==> src/rtl/fetch_pkg.sv <==
// rtl/fetch_pkg.sv - shared types and constants for the instruction fetch front end
package fetch_pkg;
    localparam int                WORD_W        = 32;
    localparam logic [WORD_W-1:0] RESET_PC_DFLT = 32'h0000_0000;
    localparam logic [WORD_W-1:0] NOP_INSTR     = 32'h0000_0000;

    typedef enum logic [1:0] {
        BOOT,
        FETCH,
        HOLD
    } state_e;

    // Counters must hold the value BUF_DEPTH itself, hence the extra bit.
    function automatic int cnt_w(input int depth);
        return $clog2(depth) + 1;
    endfunction
endpackage

==> src/rtl/fetch_fifo.sv <==
// rtl/fetch_fifo.sv - synchronous instruction+pc FIFO; flush beats push and pop
module fetch_fifo
    import fetch_pkg::*;
#(
    parameter int DEPTH = 2,
    parameter int W     = 64,
    parameter int CW    = cnt_w(DEPTH)
) (
    input  logic          clk_i,
    input  logic          rst_i,
    input  logic          push_i,
    input  logic          pop_i,
    input  logic          flush_i,
    input  logic [W-1:0]  wdata_i,
    output logic [W-1:0]  rdata_o,
    output logic          full_o,
    output logic          empty_o,
    output logic [CW-1:0] count_o
);
    localparam int AW = $clog2(DEPTH);

    logic [W-1:0]  mem_q [DEPTH];
    logic [AW-1:0] rd_q;
    logic [AW-1:0] wr_q;
    logic [CW-1:0] cnt_q;
    logic          do_push;
    logic          do_pop;

    assign empty_o = (cnt_q == '0);
    assign full_o  = (cnt_q == CW'(DEPTH));
    assign do_pop  = pop_i && !empty_o;
    assign do_push = push_i && (!full_o || do_pop);
    assign rdata_o = mem_q[rd_q];
    assign count_o = cnt_q;

    always_ff @(posedge clk_i or posedge rst_i) begin
        if (rst_i) begin
            rd_q  <= '0;
            wr_q  <= '0;
            cnt_q <= '0;
        end else if (flush_i) begin
            rd_q  <= '0;
            wr_q  <= '0;
            cnt_q <= '0;
        end else begin
            if (do_push) wr_q <= wr_q + AW'(1);
            if (do_pop)  rd_q <= rd_q + AW'(1);
            cnt_q <= cnt_q + CW'(do_push) - CW'(do_pop);
        end
    end

    always_ff @(posedge clk_i) begin
        if (do_push && !flush_i) mem_q[wr_q] <= wdata_i;
    end

    // Upstream credit accounting guarantees a full FIFO is never pushed without a pop.
    always_ff @(posedge clk_i) begin
        if (!rst_i && !flush_i) assert (!(push_i && full_o && !do_pop));
    end
endmodule

==> src/rtl/fetch_unit.sv <==
// rtl/fetch_unit.sv - PC owner, credit-limited imem requester and decode-facing instruction buffer
module fetch_unit
    import fetch_pkg::*;
#(
    parameter logic [WORD_W-1:0] RESET_PC  = RESET_PC_DFLT,
    parameter int                BUF_DEPTH = 2
) (
    input  logic              CLOCK,
    input  logic              RESET,
    output logic              imem_req_valid,
    input  logic              imem_req_ready,
    output logic [WORD_W-1:0] imem_req_addr,
    input  logic              imem_rsp_valid,
    input  logic [WORD_W-1:0] imem_rsp_data,
    input  logic              redirect_valid,
    input  logic [WORD_W-1:0] redirect_pc,
    output logic              instr_valid,
    input  logic              instr_ready,
    output logic [WORD_W-1:0] instruction,
    output logic [WORD_W-1:0] instr_pc
);
    localparam int          CW      = cnt_w(BUF_DEPTH);
    localparam int unsigned DEPTH_U = BUF_DEPTH;

    state_e              state_q;
    logic [WORD_W-1:0]   pc_q, pc_d;
    logic [WORD_W-1:0]   tag_q, tag_d;
    logic [WORD_W-1:0]   target;
    logic [CW-1:0]       live_q, live_d;
    logic [CW-1:0]       drop_q, drop_d;
    logic [CW-1:0]       fifo_cnt;
    logic                fifo_full, fifo_empty;
    logic                credit, accept, rsp_ok, push, pop;
    logic [2*WORD_W-1:0] head;

    assign target = {redirect_pc[WORD_W-1:2], 2'b00};
    assign credit = (32'(live_q) + 32'(drop_q) + 32'(fifo_cnt)) < DEPTH_U;

    assign imem_req_valid = (state_q == FETCH) && credit && !redirect_valid;
    assign imem_req_addr  = pc_q;
    assign accept         = imem_req_valid && imem_req_ready;
    // The BOOT cycle is the first edge after reset release; stale responses there are ignored.
    assign rsp_ok         = imem_rsp_valid && (state_q != BOOT);

    assign instr_valid = !fifo_empty;
    assign pop         = instr_valid && instr_ready && !redirect_valid;
    assign instruction = instr_valid ? head[WORD_W-1:0] : NOP_INSTR;
    assign instr_pc    = instr_valid ? head[2*WORD_W-1:WORD_W] : '0;

    // Drops are always older than live requests, so they are retired first.
    always_comb begin
        live_d = live_q;
        drop_d = drop_q;
        push   = 1'b0;
        if (rsp_ok) begin
            if (drop_q != '0) begin
                drop_d = drop_q - CW'(1);
            end else if (live_q != '0) begin
                live_d = live_q - CW'(1);
                push   = !redirect_valid;
            end
        end
        if (accept) live_d = live_d + CW'(1);
        if (redirect_valid) begin
            drop_d = drop_d + live_d;
            live_d = '0;
        end
    end

    // Live requests are always a sequential run, so the tag of the next wanted word is a running PC.
    assign pc_d  = redirect_valid ? target : (accept ? pc_q + 32'd4 : pc_q);
    assign tag_d = redirect_valid ? target : (push ? tag_q + 32'd4 : tag_q);

    always_ff @(posedge CLOCK or posedge RESET) begin
        if (RESET) begin
            state_q <= BOOT;
            pc_q    <= RESET_PC;
            tag_q   <= RESET_PC;
            live_q  <= '0;
            drop_q  <= '0;
        end else begin
            pc_q   <= pc_d;
            tag_q  <= tag_d;
            live_q <= live_d;
            drop_q <= drop_d;
            if (redirect_valid) begin
                state_q <= FETCH;
            end else begin
                case (state_q)
                    BOOT:    state_q <= FETCH;
                    FETCH:   if (!credit && instr_valid && !instr_ready) state_q <= HOLD;
                    HOLD:    if (credit) state_q <= FETCH;
                    default: state_q <= BOOT;
                endcase
            end
        end
    end

    always_ff @(posedge CLOCK) begin
        if (!RESET && rsp_ok) assert (live_q != '0 || drop_q != '0);
    end

    fetch_fifo #(
        .DEPTH (BUF_DEPTH),
        .W     (2 * WORD_W),
        .CW    (CW)
    ) u_fifo (
        .clk_i   (CLOCK),
        .rst_i   (RESET),
        .push_i  (push),
        .pop_i   (pop),
        .flush_i (redirect_valid),
        .wdata_i ({tag_q, imem_rsp_data}),
        .rdata_o (head),
        .full_o  (fifo_full),
        .empty_o (fifo_empty),
        .count_o (fifo_cnt)
    );

    logic unused_full;
    assign unused_full = fifo_full;
endmodule

==> config.mk <==
export PLATFORM = sky130hd
export DESIGN_NAME = fetch_unit
export DESIGN_NICKNAME = d
export VERILOG_FILES = /design/src/rtl/fetch_pkg.sv /design/src/rtl/fetch_fifo.sv /design/src/rtl/fetch_unit.sv
export SDC_FILE = /design/constraint.sdc
export NUM_CORES = 1
export LEC_CHECK = 0
export CAP_MARGIN = 10
export CORE_UTILIZATION = 50
export DETAILED_ROUTE_END_ITERATION = 7
export PLACE_DENSITY = 0.85
export SYNTH_ARGS = -nofsm -noshare
export SYNTH_HDL_FRONTEND = slang
export SYNTH_SLANG_ARGS = --single-unit
==> constraint.sdc <==
create_clock -name CLOCK -period 5 [get_ports CLOCK]
set_input_delay 0.75 -clock CLOCK [delete_from_list [all_inputs] [get_ports CLOCK]]
set_output_delay 0.75 -clock CLOCK [all_outputs]
set_load 0.05 [all_outputs]
==> summary.md <==
| Metric | Value |
|---|---|
| Result of the run | `complete, no violations` |
| Reg2reg setup slack | `1.19 ns` |
| Post-route insts no fill | `1095` |
| # clock sinks | `194` |
| RSZ-0062 raised after global routing | `no` |
| Routed Wire Length | `19.9 mm` |
| Commonest non-fill, non-tap cell in the layout | `clkdlybuf4s50_1` |
| Hold-fix buffers, CTS | `0` |
| CTS root buffer | `clkbuf_16` |
| Period utilisation layout | `81.1%` |
| Ys Warns | `0` |
| GR Util All Layers | `22.7%` |
| Worst skew pair latency | `0.43 ns` |
| Diodes inserted | `0` |
| Register area share after synthesis | `61.7%` |
| Worst slew margin | `27.4%` |
| Area growth, synth to finish | `27.1%` |
| Detail Route Antenna Nets | `0` |
| LEAKAGE | `0.00394 µW` |
| VDD IR max | `0.275 mV` |
| Die Y-Extent | `135 µm` |
| H-tree depth | `4` |
| Setup crit end kind | `output pin` |
| # setup viols final | `0` |
| Synth unique cells | `61` |
| Share of cells above drive strength 1 | `9.20%` |
| DP Wirelength | `13.4 mm` |
| Fin. Hold Viols | `0` |
| Worst r2r src | `live_q[1]` |
| # rows | `48` |
| Slew Viols, Final | `0` |
| Pwr Density | `378 nW/µm²` |
| Setup repair bufs after CTS | `0` |
| Critical path destination | `imem_req_valid` |
| WP data arrival | `3.30 ns` |
| Gpl congestion | `0.853` |
| Async S/R FF share, synth | `36.1%` |
| Reg2reg end | `drop_q[1]` |
| Worst setup SP type | `flop` |
| Mapped Avg Cell Area | `12.6 µm²` |
| Mapped Cells | `705` |
| Placed insts | `1063` |
| Achievable Freq | `0.247 GHz` |
| Worst Path Required | `4.25 ns` |
| Most frequent cells in the layout | `clkdlybuf4s50_1 (161), edfxtp_1 (124), nor2_1 (85)` |
| Worst-Margin Slew | `1.09 ns` |
| Crit path from | `live_q[1]` |
| Synth Register Bits | `194` |
| Dominant synthesized flop cell | `edfxtp_1` |
| Total CTS buffers | `17` |
| Hold WC Path Type | `reg2reg` |
| CTS tree | `yes` |
| Ports | `168` |
| Crit Path Class | `reg2out` |
| Initial antenna violation count | `0` |
| Multi-input gate area | `3190 µm²` |
| Sequential cell area | `5480 µm²` |
| Synthesized area | `8870 µm²` |
| Post-cts resize count | `0` |
| Vias per cell | `5.67` |
| R2R cell count | `12` |
| Worst-path clk slew | `0.07 ns` |
| Max-cap violations | `0` |
| First-pass detailed-route iteration total | `5` |
| Avg WL per Cell | `18.2 µm` |
| Core footprint | `17300 µm²` |
| Die width | `135 µm` |
| Final clock skew | `0.00793 ns` |
| Largest net degree at the start of global routing | `64` |
| Vias in the first global route | `5942` |
| TNS Setup | `0 ns` |
| Min Tclk post-route | `4.05 ns` |
| Total gr overflow | `0` |
| Input/output buffers | `161` |
| DRT iter0 DRCs | `492` |
| Max Buffers Root-to-Sink | `2` |
| Crit path max fanout | `6` |
| # DRC | `0` |
| First-pass GRT wire length | `31.4 mm` |
| Post-synth EDFFs | `124` |
| Fillcell total | `1329` |
| Total die area | `18300 µm²` |
| Initial Utilization | `51.3%` |
| # nets final | `935` |
| Vias | `6204` |
[cell families (layout without fill, tap and decap cells)]
family,after synthesis,count (layout),synth area share (%)
other,1,4,0.0423
XOR/XNOR,43,43,4.25
buffers and inverters,52,214,2.62
AO/OA/AOI/OAI,80,80,5.73
flip-flops,194,194,61.7
AND/OR/NAND/NOR,244,244,14.8
adder cells (fa/ha/maj),8,8,1.21
multiplexers,83,83,9.65
[worst min-delay path by stage]
stage               from  cells after the start  slack [ns]                  end
3_5_place_dp   tag_q[31]                      0        0.49  u_fifo.mem_q[0][63]
2_1_floorplan  tag_q[31]                      0        0.45  u_fifo.mem_q[0][63]
4_1_cts        tag_q[31]                      0        0.50  u_fifo.mem_q[0][63]
5_1_grt        tag_q[31]                      0        0.52  u_fifo.mem_q[0][63]
6_report       tag_q[31]                      0        0.51  u_fifo.mem_q[0][63]
3_3_place_gp   tag_q[31]                      0        0.47  u_fifo.mem_q[0][63]
[where the power goes]
| group | switching [µW] | leakage [µW] | internal (µW) |
|---|---|---|---|
| sequential | 147 | 0.00196 | 1810 |
| combinational | 588 | 0.00168 | 343 |
| clock | 582 | 0.000296 | 789 |
| total | 1320 | 0.00394 | 2940 |
[critical path, stage by stage (launching register included)]
cell and delay (ns):
dfrtp_1 0.46, inv_1 0.15, fa_1 0.55, inv_1 0.04, ha_1 0.33, nor2_1 0.10, nand2_1 0.07, nor4b_1 0.30
clkdlybuf4s50_1 0.87
[synthesized netlist by cell type, types with 13 or more instances]
| master | count | area [µm²] |
|---|---|---|
| edfxtp_1 | 124 | 3720 |
| nor2_1 | 86 | 323 |
| dfrtp_1 | 70 | 1750 |
| mux2i_1 | 63 | 631 |
| nand2_1 | 41 | 154 |
| nand4_1 | 30 | 188 |
| o21ai_0 | 27 | 135 |
| nand3_1 | 23 | 115 |
| xnor2_1 | 22 | 193 |
| xor2_1 | 21 | 184 |
| clkbuf_1 | 20 | 75.1 |
| mux2_2 | 20 | 225 |
| and3_1 | 13 | 81.3 |
| inv_1 | 13 | 48.8 |
[sequential cells by signal, summed over array words and instances (netlist names)]
signal	flops
u_fifo.count_o	2
imem_req_addr	30
u_fifo.rd_q	1
state_q	2
u_fifo.mem_q	124
live_q	2
tag_q	30
drop_q	2
u_fifo.wr_q	1
[metal layers]
| metal | vias up | track usage (%) | share of wire [%] |
|---|---|---|---|
| li1 | 2888 | - | - |
| met5 | - | 0 | 0 |
| met3 | 28 | 4.71 | 7.7 |
| met4 | 0 | 8.49 | 1.9 |
| met2 | 275 | 36.0 | 47 |
| met1 | 3013 | 31.0 | 43 |
[layout make-up]
class,instances,area share [%]
clock buffer,21,4.22
clock inverter,11,1.12
inverter,13,0.433
multi-input combinational,462,28.3
sequential,194,48.6
tap,225,2.50
timing repair buffer,169,14.8
[per-stage QoR]
stage	total power [µW]	hold WS [ns]	setup WS, ns	utilization [%]	cell area [µm²]
final	4260	0.513	0.946	65.2	11300
after global routing	4420	0.523	0.786	65.2	11300
after floorplan	2580	0.451	0.249	-	8880
after detailed placement	2920	0.487	1.24	61.7	10700
after CTS	4280	0.502	0.929	65.2	11300
after global placement	2890	0.475	1.26	61.7	10700
Power figures use the tool's default switching activity.
